==> config.mk <==
export PLATFORM = sky130hd
export DESIGN_NAME = lc3_sequencer
export DESIGN_NICKNAME = d
export VERILOG_FILES = /design/src/rtl/lc3_pkg.sv /design/src/rtl/lc3_seq_outputs.sv /design/src/rtl/lc3_sequencer.sv
export SDC_FILE = /design/constraint.sdc
export NUM_CORES = 1
export LEC_CHECK = 0
export CAP_MARGIN = 10
export CORE_ASPECT_RATIO = 1.75
export CORE_UTILIZATION = 36
export DETAILED_ROUTE_END_ITERATION = 10
export GPL_ROUTABILITY_DRIVEN = 0
export MAX_ROUTING_LAYER = met4
export PLACE_DENSITY_LB_ADDON = 0.2
export SLEW_MARGIN = 20
export SYNTH_ARGS = -nofsm -noshare
export SYNTH_HDL_FRONTEND = slang
export SYNTH_SLANG_ARGS = --single-unit
==> constraint.sdc <==
create_clock -name clk -period 1.4 [get_ports clk]
set_input_delay 0.14 -clock clk [delete_from_list [all_inputs] [get_ports clk]]
set_output_delay 0.14 -clock clk [all_outputs]
set_load 0.01 [all_outputs]
==> src/rtl/lc3_pkg.sv <==
// -----------------------------------------------------------------------------
// lc3_pkg
//   Shared definitions for the LC-3 control sequencer: state encodings (the
//   classic LC-3 state numbers plus INIT=47 and HALT=63), opcode constants and
//   the encodings of the sel_pc / sel_eab2 / alu_ctrl control fields.
//
//   Optional feature macro: LC3_SEQ_INDIRECT_EN (LDI/STI support). The state
//   names for the indirect states always exist. The sequencer only reaches
//   them, and treats them as memory states, when the macro is defined.
// -----------------------------------------------------------------------------
package lc3_pkg;

    typedef enum logic [5:0] {
        S_BR       = 6'd0,
        S_ADD      = 6'd1,
        S_LD       = 6'd2,
        S_ST       = 6'd3,
        S_JSR      = 6'd4,
        S_AND      = 6'd5,
        S_LDR      = 6'd6,
        S_STR      = 6'd7,
        S_NOT      = 6'd9,
        S_LDI      = 6'd10,
        S_STI      = 6'd11,
        S_JMP      = 6'd12,
        S_LEA      = 6'd14,
        S_WRITE    = 6'd16,
        S_FETCH    = 6'd18,
        S_JSR_R7   = 6'd20,
        S_JSR_PC   = 6'd21,
        S_BR_TAKEN = 6'd22,
        S_ST_DATA  = 6'd23,
        S_LDI_RD   = 6'd24,
        S_LD_RD    = 6'd25,
        S_LDI_PTR  = 6'd26,
        S_LD_WB    = 6'd27,
        S_STI_RD   = 6'd29,
        S_STI_PTR  = 6'd31,
        S_DECODE   = 6'd32,
        S_FETCH_RD = 6'd33,
        S_FETCH_IR = 6'd35,
        S_INIT     = 6'd47,
        S_HALT     = 6'd63
    } state_e;

    // Opcodes (ir[15:12])
    localparam logic [3:0] OP_BR  = 4'd0;
    localparam logic [3:0] OP_ADD = 4'd1;
    localparam logic [3:0] OP_LD  = 4'd2;
    localparam logic [3:0] OP_ST  = 4'd3;
    localparam logic [3:0] OP_JSR = 4'd4;
    localparam logic [3:0] OP_AND = 4'd5;
    localparam logic [3:0] OP_LDR = 4'd6;
    localparam logic [3:0] OP_STR = 4'd7;
    localparam logic [3:0] OP_RTI = 4'd8;
    localparam logic [3:0] OP_NOT = 4'd9;
    localparam logic [3:0] OP_LDI = 4'd10;
    localparam logic [3:0] OP_STI = 4'd11;
    localparam logic [3:0] OP_JMP = 4'd12;
    localparam logic [3:0] OP_RES = 4'd13;
    localparam logic [3:0] OP_LEA = 4'd14;
    localparam logic [3:0] OP_TRAP = 4'd15;

    // PC input mux
    localparam logic [1:0] SEL_PC_INC  = 2'b00;
    localparam logic [1:0] SEL_PC_BUS  = 2'b01;
    localparam logic [1:0] SEL_PC_EAB  = 2'b10;
    localparam logic [1:0] SEL_PC_ZERO = 2'b11;

    // EAB second operand mux
    localparam logic [1:0] EAB2_ZERO  = 2'b00;
    localparam logic [1:0] EAB2_OFF6  = 2'b01;
    localparam logic [1:0] EAB2_OFF9  = 2'b10;
    localparam logic [1:0] EAB2_OFF11 = 2'b11;

    // EAB first operand mux
    localparam logic EAB1_PC  = 1'b0;
    localparam logic EAB1_SR1 = 1'b1;

    // ALU operation
    localparam logic [1:0] ALU_PASS = 2'b00;
    localparam logic [1:0] ALU_ADD  = 2'b01;
    localparam logic [1:0] ALU_AND  = 2'b10;
    localparam logic [1:0] ALU_NOT  = 2'b11;

    // States that hold a memory access open until the memory reports ready.
    function automatic logic is_mem_state(input state_e s);
        logic r;
        r = (s == S_FETCH_RD) || (s == S_LD_RD) || (s == S_WRITE);
`ifdef LC3_SEQ_INDIRECT_EN
        r = r || (s == S_LDI_RD) || (s == S_STI_RD);
`endif
        return r;
    endfunction

endpackage

==> src/rtl/lc3_seq_outputs.sv <==
// -----------------------------------------------------------------------------
// lc3_seq_outputs
//   Moore control-word decoder for the LC-3 sequencer. It maps the current
//   state (plus the IR register fields) to every datapath strobe. mem_ready
//   only gates ld_mdr, so that MDR captures read data in the cycle the memory
//   completes. Every output not named for a state is 0 in that state.
//
//   Parameters: REG_AW (register address width, IR fields zero-extended),
//               USE_MEM_READY (0: every memory access completes in one cycle).
//   Macro:      LC3_SEQ_INDIRECT_EN enables the LDI/STI state outputs.
//
//   Ports:
//     state, ir, mem_ready                        inputs
//     ena_pc/ena_marm/ena_alu/ena_mdr             bus drivers (at most one)
//     ld_pc/ld_ir/ld_mar/ld_mdr/ld_reg/ld_cc      register loads
//     sel_pc, sel_mar, sel_eab1, sel_eab2, sel_mdr, alu_ctrl  mux/op selects
//     sr1, sr2, dr                                register file addresses
//     mem_en, mem_we, halted                      memory request / status
// -----------------------------------------------------------------------------
module lc3_seq_outputs
    import lc3_pkg::*;
#(
    parameter int REG_AW        = 3,
    parameter int USE_MEM_READY = 1
) (
    input  state_e              state,
    input  logic [15:0]         ir,
    input  logic                mem_ready,
    output logic                ena_pc,
    output logic                ena_marm,
    output logic                ena_alu,
    output logic                ena_mdr,
    output logic                ld_pc,
    output logic                ld_ir,
    output logic                ld_mar,
    output logic                ld_mdr,
    output logic                ld_reg,
    output logic                ld_cc,
    output logic [1:0]          sel_pc,
    output logic                sel_mar,
    output logic                sel_eab1,
    output logic [1:0]          sel_eab2,
    output logic                sel_mdr,
    output logic [1:0]          alu_ctrl,
    output logic [REG_AW-1:0]   sr1,
    output logic [REG_AW-1:0]   sr2,
    output logic [REG_AW-1:0]   dr,
    output logic                mem_en,
    output logic                mem_we,
    output logic                halted
);

    logic mem_done;
    logic unused_ir_bits;

    assign mem_done       = (USE_MEM_READY == 0) || mem_ready;
    // Opcode and the imm5 bits are consumed elsewhere (top / datapath).
    assign unused_ir_bits = ^{ir[15:12], ir[5:3]};

    always_comb begin
        ena_pc   = 1'b0;
        ena_marm = 1'b0;
        ena_alu  = 1'b0;
        ena_mdr  = 1'b0;
        ld_pc    = 1'b0;
        ld_ir    = 1'b0;
        ld_mar   = 1'b0;
        ld_mdr   = 1'b0;
        ld_reg   = 1'b0;
        ld_cc    = 1'b0;
        sel_pc   = SEL_PC_INC;
        sel_mar  = 1'b0;
        sel_eab1 = EAB1_PC;
        sel_eab2 = EAB2_ZERO;
        sel_mdr  = 1'b0;
        alu_ctrl = ALU_PASS;
        sr1      = '0;
        sr2      = '0;
        dr       = '0;
        mem_en   = 1'b0;
        mem_we   = 1'b0;
        halted   = 1'b0;

        case (state)
            S_INIT: begin
                ld_pc  = 1'b1;
                sel_pc = SEL_PC_ZERO;
            end
            S_FETCH: begin
                ena_pc = 1'b1;
                ld_mar = 1'b1;
                ld_pc  = 1'b1;
                sel_pc = SEL_PC_INC;
            end
            S_FETCH_RD, S_LD_RD: begin
                mem_en  = 1'b1;
                sel_mdr = 1'b1;
                ld_mdr  = mem_done;
            end
            S_FETCH_IR: begin
                ena_mdr = 1'b1;
                ld_ir   = 1'b1;
            end
            S_ADD, S_AND, S_NOT: begin
                dr      = REG_AW'(ir[11:9]);
                sr1     = REG_AW'(ir[8:6]);
                sr2     = REG_AW'(ir[2:0]);
                ena_alu = 1'b1;
                ld_reg  = 1'b1;
                ld_cc   = 1'b1;
                if (state == S_ADD) begin
                    alu_ctrl = ALU_ADD;
                end else if (state == S_AND) begin
                    alu_ctrl = ALU_AND;
                end else begin
                    alu_ctrl = ALU_NOT;
                end
            end
            S_BR_TAKEN: begin
                sel_eab1 = EAB1_PC;
                sel_eab2 = EAB2_OFF9;
                sel_pc   = SEL_PC_EAB;
                ld_pc    = 1'b1;
            end
            S_JMP: begin
                sr1      = REG_AW'(ir[8:6]);
                sel_eab1 = EAB1_SR1;
                sel_eab2 = EAB2_ZERO;
                sel_pc   = SEL_PC_EAB;
                ld_pc    = 1'b1;
            end
            S_JSR_R7: begin
                // Return address goes to R7 one cycle before PC changes.
                dr     = REG_AW'(3'd7);
                ena_pc = 1'b1;
                ld_reg = 1'b1;
            end
            S_JSR_PC: begin
                ld_pc  = 1'b1;
                sel_pc = SEL_PC_EAB;
                if (ir[11]) begin
                    sel_eab1 = EAB1_PC;
                    sel_eab2 = EAB2_OFF11;
                end else begin
                    sel_eab1 = EAB1_SR1;
                    sel_eab2 = EAB2_ZERO;
                    sr1      = REG_AW'(ir[8:6]);
                end
            end
            S_LEA: begin
                dr       = REG_AW'(ir[11:9]);
                sel_eab1 = EAB1_PC;
                sel_eab2 = EAB2_OFF9;
                ena_marm = 1'b1;
                ld_reg   = 1'b1;
            end
            S_LD, S_ST: begin
                ld_mar   = 1'b1;
                ena_marm = 1'b1;
                sel_eab1 = EAB1_PC;
                sel_eab2 = EAB2_OFF9;
            end
            S_LDR, S_STR: begin
                ld_mar   = 1'b1;
                ena_marm = 1'b1;
                sel_eab1 = EAB1_SR1;
                sel_eab2 = EAB2_OFF6;
                sr1      = REG_AW'(ir[8:6]);
            end
            S_LD_WB: begin
                dr      = REG_AW'(ir[11:9]);
                ena_mdr = 1'b1;
                ld_reg  = 1'b1;
                ld_cc   = 1'b1;
            end
            S_ST_DATA: begin
                // Source register passes through the ALU onto the bus into MDR.
                sr1      = REG_AW'(ir[11:9]);
                alu_ctrl = ALU_PASS;
                ena_alu  = 1'b1;
                ld_mdr   = 1'b1;
                sel_mdr  = 1'b0;
            end
            S_WRITE: begin
                mem_en = 1'b1;
                mem_we = 1'b1;
            end
`ifdef LC3_SEQ_INDIRECT_EN
            S_LDI, S_STI: begin
                ld_mar   = 1'b1;
                ena_marm = 1'b1;
                sel_eab1 = EAB1_PC;
                sel_eab2 = EAB2_OFF9;
            end
            S_LDI_RD, S_STI_RD: begin
                mem_en  = 1'b1;
                sel_mdr = 1'b1;
                ld_mdr  = mem_done;
            end
            S_LDI_PTR, S_STI_PTR: begin
                // The pointer just read becomes the effective address.
                ena_mdr = 1'b1;
                ld_mar  = 1'b1;
            end
`endif
            S_HALT: begin
                halted = 1'b1;
            end
            default: begin
            end
        endcase
    end

endmodule

==> src/rtl/lc3_sequencer.sv <==
// -----------------------------------------------------------------------------
// lc3_sequencer
//   LC-3 control unit: Moore FSM that walks fetch / decode / execute and drives
//   the datapath strobes. This file holds the state register and next-state
//   logic; the control word is decoded by lc3_seq_outputs.
//
//   Parameters: REG_AW, STATE_W, USE_MEM_READY, HALT_ON_ILLEGAL.
//   Macro:      LC3_SEQ_INDIRECT_EN adds LDI (10) and STI (11). Without it
//               those opcodes are illegal.
//
//   Memory handshake: a memory state (33, 25, 16, and 24/29 with the macro)
//   keeps mem_en high and stays put until mem_ready is seen high on a clock
//   edge. That edge completes the access, and ld_mdr is high only in that
//   cycle. With USE_MEM_READY=0, mem_ready is ignored and every access takes
//   one cycle.
//
//   Ports:
//     clk, reset_n (async, active-low), ir, n/z/p, mem_ready   inputs
//     ena_*, ld_*, sel_*, alu_ctrl, sr1/sr2/dr, mem_en/mem_we  control word
//     halted                                                   high in HALT
//     state                                                    debug state
// -----------------------------------------------------------------------------
module lc3_sequencer
    import lc3_pkg::*;
#(
    parameter int REG_AW          = 3,
    parameter int STATE_W         = 6,
    parameter int USE_MEM_READY   = 1,
    parameter int HALT_ON_ILLEGAL = 1
) (
    input  logic                clk,
    input  logic                reset_n,
    input  logic [15:0]         ir,
    input  logic                n,
    input  logic                z,
    input  logic                p,
    input  logic                mem_ready,
    output logic                ena_pc,
    output logic                ena_marm,
    output logic                ena_alu,
    output logic                ena_mdr,
    output logic                ld_pc,
    output logic                ld_ir,
    output logic                ld_mar,
    output logic                ld_mdr,
    output logic                ld_reg,
    output logic                ld_cc,
    output logic [1:0]          sel_pc,
    output logic                sel_mar,
    output logic                sel_eab1,
    output logic [1:0]          sel_eab2,
    output logic                sel_mdr,
    output logic [1:0]          alu_ctrl,
    output logic [REG_AW-1:0]   sr1,
    output logic [REG_AW-1:0]   sr2,
    output logic [REG_AW-1:0]   dr,
    output logic                mem_en,
    output logic                mem_we,
    output logic                halted,
    output logic [STATE_W-1:0]  state
);

    localparam state_e ILLEGAL_NEXT = (HALT_ON_ILLEGAL != 0) ? S_HALT : S_FETCH;

    state_e state_q;
    state_e state_d;
    logic   mem_done;
    logic   br_taken;

    assign mem_done = (USE_MEM_READY == 0) || mem_ready;
    assign br_taken = (ir[11] & n) | (ir[10] & z) | (ir[9] & p);
    assign state    = STATE_W'(state_q);

    always_ff @(posedge clk or negedge reset_n) begin
        if (!reset_n) begin
            state_q <= S_INIT;
        end else begin
            state_q <= state_d;
        end
    end

    always_comb begin
        state_d = state_q;
        if (is_mem_state(state_q) && !mem_done) begin
            state_d = state_q;
        end else begin
            case (state_q)
                S_INIT:     state_d = S_FETCH;
                S_FETCH:    state_d = S_FETCH_RD;
                S_FETCH_RD: state_d = S_FETCH_IR;
                S_FETCH_IR: state_d = S_DECODE;
                S_DECODE: begin
                    case (ir[15:12])
                        OP_BR:  state_d = S_BR;
                        OP_ADD: state_d = S_ADD;
                        OP_LD:  state_d = S_LD;
                        OP_ST:  state_d = S_ST;
                        OP_JSR: state_d = S_JSR;
                        OP_AND: state_d = S_AND;
                        OP_LDR: state_d = S_LDR;
                        OP_STR: state_d = S_STR;
                        OP_NOT: state_d = S_NOT;
`ifdef LC3_SEQ_INDIRECT_EN
                        OP_LDI: state_d = S_LDI;
                        OP_STI: state_d = S_STI;
`endif
                        OP_JMP: state_d = S_JMP;
                        OP_LEA: state_d = S_LEA;
                        // RTI, reserved, TRAP (and LDI/STI when absent)
                        default: state_d = ILLEGAL_NEXT;
                    endcase
                end
                S_ADD, S_AND, S_NOT, S_JMP, S_LEA: state_d = S_FETCH;
                S_BR:       state_d = br_taken ? S_BR_TAKEN : S_FETCH;
                S_BR_TAKEN: state_d = S_FETCH;
                S_JSR:      state_d = S_JSR_R7;
                S_JSR_R7:   state_d = S_JSR_PC;
                S_JSR_PC:   state_d = S_FETCH;
                S_LD, S_LDR: state_d = S_LD_RD;
                S_LD_RD:    state_d = S_LD_WB;
                S_LD_WB:    state_d = S_FETCH;
                S_ST, S_STR: state_d = S_ST_DATA;
                S_ST_DATA:  state_d = S_WRITE;
                S_WRITE:    state_d = S_FETCH;
`ifdef LC3_SEQ_INDIRECT_EN
                S_LDI:      state_d = S_LDI_RD;
                S_LDI_RD:   state_d = S_LDI_PTR;
                S_LDI_PTR:  state_d = S_LD_RD;
                S_STI:      state_d = S_STI_RD;
                S_STI_RD:   state_d = S_STI_PTR;
                S_STI_PTR:  state_d = S_ST_DATA;
`endif
                // Only reset leaves HALT.
                S_HALT:     state_d = S_HALT;
                default:    state_d = ILLEGAL_NEXT;
            endcase
        end
    end

    lc3_seq_outputs #(
        .REG_AW        (REG_AW),
        .USE_MEM_READY (USE_MEM_READY)
    ) u_outputs (
        .state     (state_q),
        .ir        (ir),
        .mem_ready (mem_ready),
        .ena_pc    (ena_pc),
        .ena_marm  (ena_marm),
        .ena_alu   (ena_alu),
        .ena_mdr   (ena_mdr),
        .ld_pc     (ld_pc),
        .ld_ir     (ld_ir),
        .ld_mar    (ld_mar),
        .ld_mdr    (ld_mdr),
        .ld_reg    (ld_reg),
        .ld_cc     (ld_cc),
        .sel_pc    (sel_pc),
        .sel_mar   (sel_mar),
        .sel_eab1  (sel_eab1),
        .sel_eab2  (sel_eab2),
        .sel_mdr   (sel_mdr),
        .alu_ctrl  (alu_ctrl),
        .sr1       (sr1),
        .sr2       (sr2),
        .dr        (dr),
        .mem_en    (mem_en),
        .mem_we    (mem_we),
        .halted    (halted)
    );

endmodule

==> reports/results.ini, run 1 <==
[synthesis]
synth_nets = 191
ys_seq_area_share_pct = 13.5
synth_top_cell_by_area = dfstp_2
yosysMostFrequentCell = nand2_1
async_flop_share_pct = 100
synth_cells = 169
synth_area_leaders = dfstp_2, nand2_1, a21oi_1
synthFlopType = dfstp_2
synthTopCellsByCount = nand2_1, nor2_1, a21oi_1, nor3_1, o21ai_0
syn_area_mm2 = 0.00115
avgSynthCellArea_um2 = 6.83
synth_top_area_share_pct = 11.4
synth_edf_count = 0
yosys_warnings = 0
synth_cell_type_count = 56
synth_seq_cells = 6

[run_status]
lastStage = global routing
status = aborted with a tool error
stop_error = [ERROR DPL-0038] Utilization greater than 100%, impossible to legalize

[sta]
grt_repair_worst_endpoint = dr[2]
worst_path_end_type = top-level output

[placement]
port_buffers = 54
dp.cells = 313
dp_hpwl_um = 4220

[cts]
postCtsHoldBufs = 0
h-tree-depth = 1
root_buffer = clkbuf_8
numCtsBuffers = 3
clock_sinks = 6
clockBufferDepth = 2

[die]
io_pins = 59
start_util_pct = 38.6
fp.dieH_um = 76.9
die_w_um = 44.8
rows = 26

[global_routing]
grt_max_degree = 11

-- metrics by stage --
stage	area, um2	setup WS (ps)	util [%]
after floorplan	1230	-309	-
after detailed placement	2180	-716	72.7
after CTS	2720	-500	91.0
after global placement	2180	-634	72.7
-- timing repair --
item | in CTS
resized for setup | 207
gates cloned | 1
setup buffers | 32
endpoints found under the setup margin | 42
pin swaps | 28
-- cell families after synthesis --
family | share of synthesized area [%]
compound gates | 40.5
xor+xnor | 1.52
buf+inv | 8.34
flops | 13.5
mux | 0.867
other cells | 0.325
simple gates | 34.9
==> inputs of run 2 (changes only) <==
--- a/config.mk
+++ b/config.mk
@@ -6,12 +6,11 @@
 export NUM_CORES = 1
 export LEC_CHECK = 0
 export CAP_MARGIN = 10
-export CORE_ASPECT_RATIO = 1.75
-export CORE_UTILIZATION = 36
+export CORE_AREA = 2 2 63 65
 export DETAILED_ROUTE_END_ITERATION = 10
+export DIE_AREA = 0 0 65 67
 export GPL_ROUTABILITY_DRIVEN = 0
-export MAX_ROUTING_LAYER = met4
-export PLACE_DENSITY_LB_ADDON = 0.2
+export PLACE_DENSITY_LB_ADDON = 0.15
 export SLEW_MARGIN = 20
 export SYNTH_ARGS = -nofsm -noshare
 export SYNTH_HDL_FRONTEND = slang
==> constraint.sdc (replaced) <==
create_clock -name clk -period 1.8 [get_ports clk]
set_input_delay 0.18 -clock clk [delete_from_list [all_inputs] [get_ports clk]]
set_output_delay 0.18 -clock clk [all_outputs]
set_load 0.01 [all_outputs]
==> reports/results.ini, run 2 <==
[synthesis]
synth_xor_area_share_pct = 1.52
synthTopCellsByCount = nand2_1, nor2_1, a21oi_1, nor3_1, o21ai_0
async_flop_share_pct = 100
yosys_warnings = 0
synth_nets = 191
synth_cells = 169
avgSynthCellArea_um2 = 6.83
ys_seq_area_share_pct = 13.5
yosys.area_share.simple_pct = 34.9
synth_seq_cells = 6
syn_area_mm2 = 0.00115
synth_edf_count = 0
synthAdderAreaFrac_pct = 0
synth_compound_area_share_pct = 40.5
synth_top_cell_by_area = dfstp_2
synth.area.mux_share_pct = 0.867
synth_area_leaders = dfstp_2, nand2_1, a21oi_1
yosysMostFrequentCell = nand2_1
synth_top_family_by_area = compound AO/OA/AOI/OAI gates
synth_cell_type_count = 56
synth_top_area_share_pct = 11.4
synthFlopType = dfstp_2

[cts]
postCtsHoldBufs = 0
clk_pin_slew_ps = 40
numCtsBuffers = 3
cts_tree = built
root_buffer = clkbuf_8
clk_latency_ps = 240
h-tree-depth = 1
clock_sinks = 6
clockBufferDepth = 2

[setup_path]
crit_start = state[3]
endpoint_kind = output pin
path_buf_inv = 2
cp_max_fo = 6
slowest_delay_ps = 640
rrSetupSlack_ps = -200
cp-start-kind = register
crit_slowest_cell = dfstp_2
cp_data_required_time_ps = 1620
cp_num_cells = 6
cp_cell_sequence = and2_4 -> a22oi_2 -> a211oi_2 -> buf_4 -> o21a_1 -> buf_2
critPathTopFamily = flip-flops
crit_type = reg -> out
reg2regPathDepth = 9
worstPathArrival_ps = 1890
rr_startpoint = state[0]
r2r_end = state[1]

[sta]
slew_headroom_pct = 59.7
tns_ps = -3740
rsz0062_at_grt = yes
tightest_slew_ps = 604
setup_viol = 29
post-route-period-util_pct = 115
setup_slack_ps = -265
finalCriticalPeriod_ps = 2070
drv_slew = 0
fmaxAchievable_ghz = 0.484
hold_violations = 0
holdWs_ps = 206
final.setup_skew_ps = 7.63

[global_routing]
grt_pass1_wl_um = 9980
grt_pass1_vias = 2018
grt_max_degree = 13
grt_antenna_before_repair = 0
grt.total_usage_pct = 29.5
grt_overflow = 0

[drt]
first_pass_iters = 4
first_iter_violations = 149
drcViolationCount = 0
ant_nets = 0
routedWlPerCell_um = 19.9
routed_wl_um = 7170
via_per_inst = 5.77
num_vias = 2077

[placement]
dp_hpwl_um = 3970
port_buffers = 54

[run_status]
violations = setup timing
status = finished with violations

[die]
fp.dieH_um = 67
io_pins = 59
coreArea_mm2 = 0.00361
start_util_pct = 32.0
rows = 22
dieArea_mm2 = 0.00436
die_w_um = 65

[layout]
final_nets = 335
final_cell_mix = buf_4, buf_6, buf_2
drive_above_1_share_pct = 66.7
num-fill-cells = 205
mostFrequentLayoutCell = buf_4
multi_input_area_mm2 = 0.00132
syn_to_final_growth_pct = 149
regArea_um2 = 156
largest_reg_flops = 6
diodes = 0

[run]
drv_cap = 0

[min_path]
hold_path.class = in -> async

[power]
vdd_drop_max_uv = 396
cellLeakagePower_nw = 1.37
power.density_mw_per_mm2 = 150

run 2: area by class of cell:
cell class,instances,area share (%)
timing repair buffer,153,44.8
multi-input combinational,146,45.7
inverter,3,0.391
sequential,6,5.44
clock buffer,4,1.57
tap,48,2.09
run 2: power by group:
group	switching, mW	internal [mW]
logic	0.0271	0.0394
registers	0	0.136
clock network	0.0750	0.154
run 2: how the worst max path moves through the flow:
| stage | end |
|---|---|
| 6_report | dr[2] |
| 2_1_floorplan | dr[0] |
| 3_5_place_dp | dr[2] |
| 4_1_cts | dr[2] |
| 5_1_grt | dr[2] |
| 3_3_place_gp | dr[1] |
run 2: metrics by stage:
step                setup WS (ps)  util, %  area, um2  cells  power [mW]
floorplan                    2.60        -       1150    169       0.146
finish                       -265     79.8       2880    360       0.431
global placement             -297     57.8       2080    312       0.196
global route                 -286     79.8       2880    360       0.441
detailed placement           -315     57.8       2080    312       0.198
CTS                          -174     71.0       2560    349       0.433
run 2: metal layers:
layer	track usage [%]	part of all wire, %
met1	34.5	39
met2	54.4	51
met3	3.38	7.3
met4	12.0	2.2
met5	0	0
run 2: logic make-up (layout without fill, tap and decap cells):
kind of cell           after synthesis  in the layout
AO/OA/AOI/OAI                       64             64
XOR/XNOR                             2              2
buffers and inverters               17            160
flip-flops                           6              6
multiplexers                         1              1
other                                1              1
AND/OR/NAND/NOR                     78             78
run 2: timing repair:
| item | in CTS | in global routing |
|---|---|---|
| resized for setup | 197 | 52 |
| endpoints found under the setup margin | 39 | 37 |
| buffers inserted | 33 | 13 |
| pin swaps | 29 | 21 |
(Power assumes the default switching activity.)
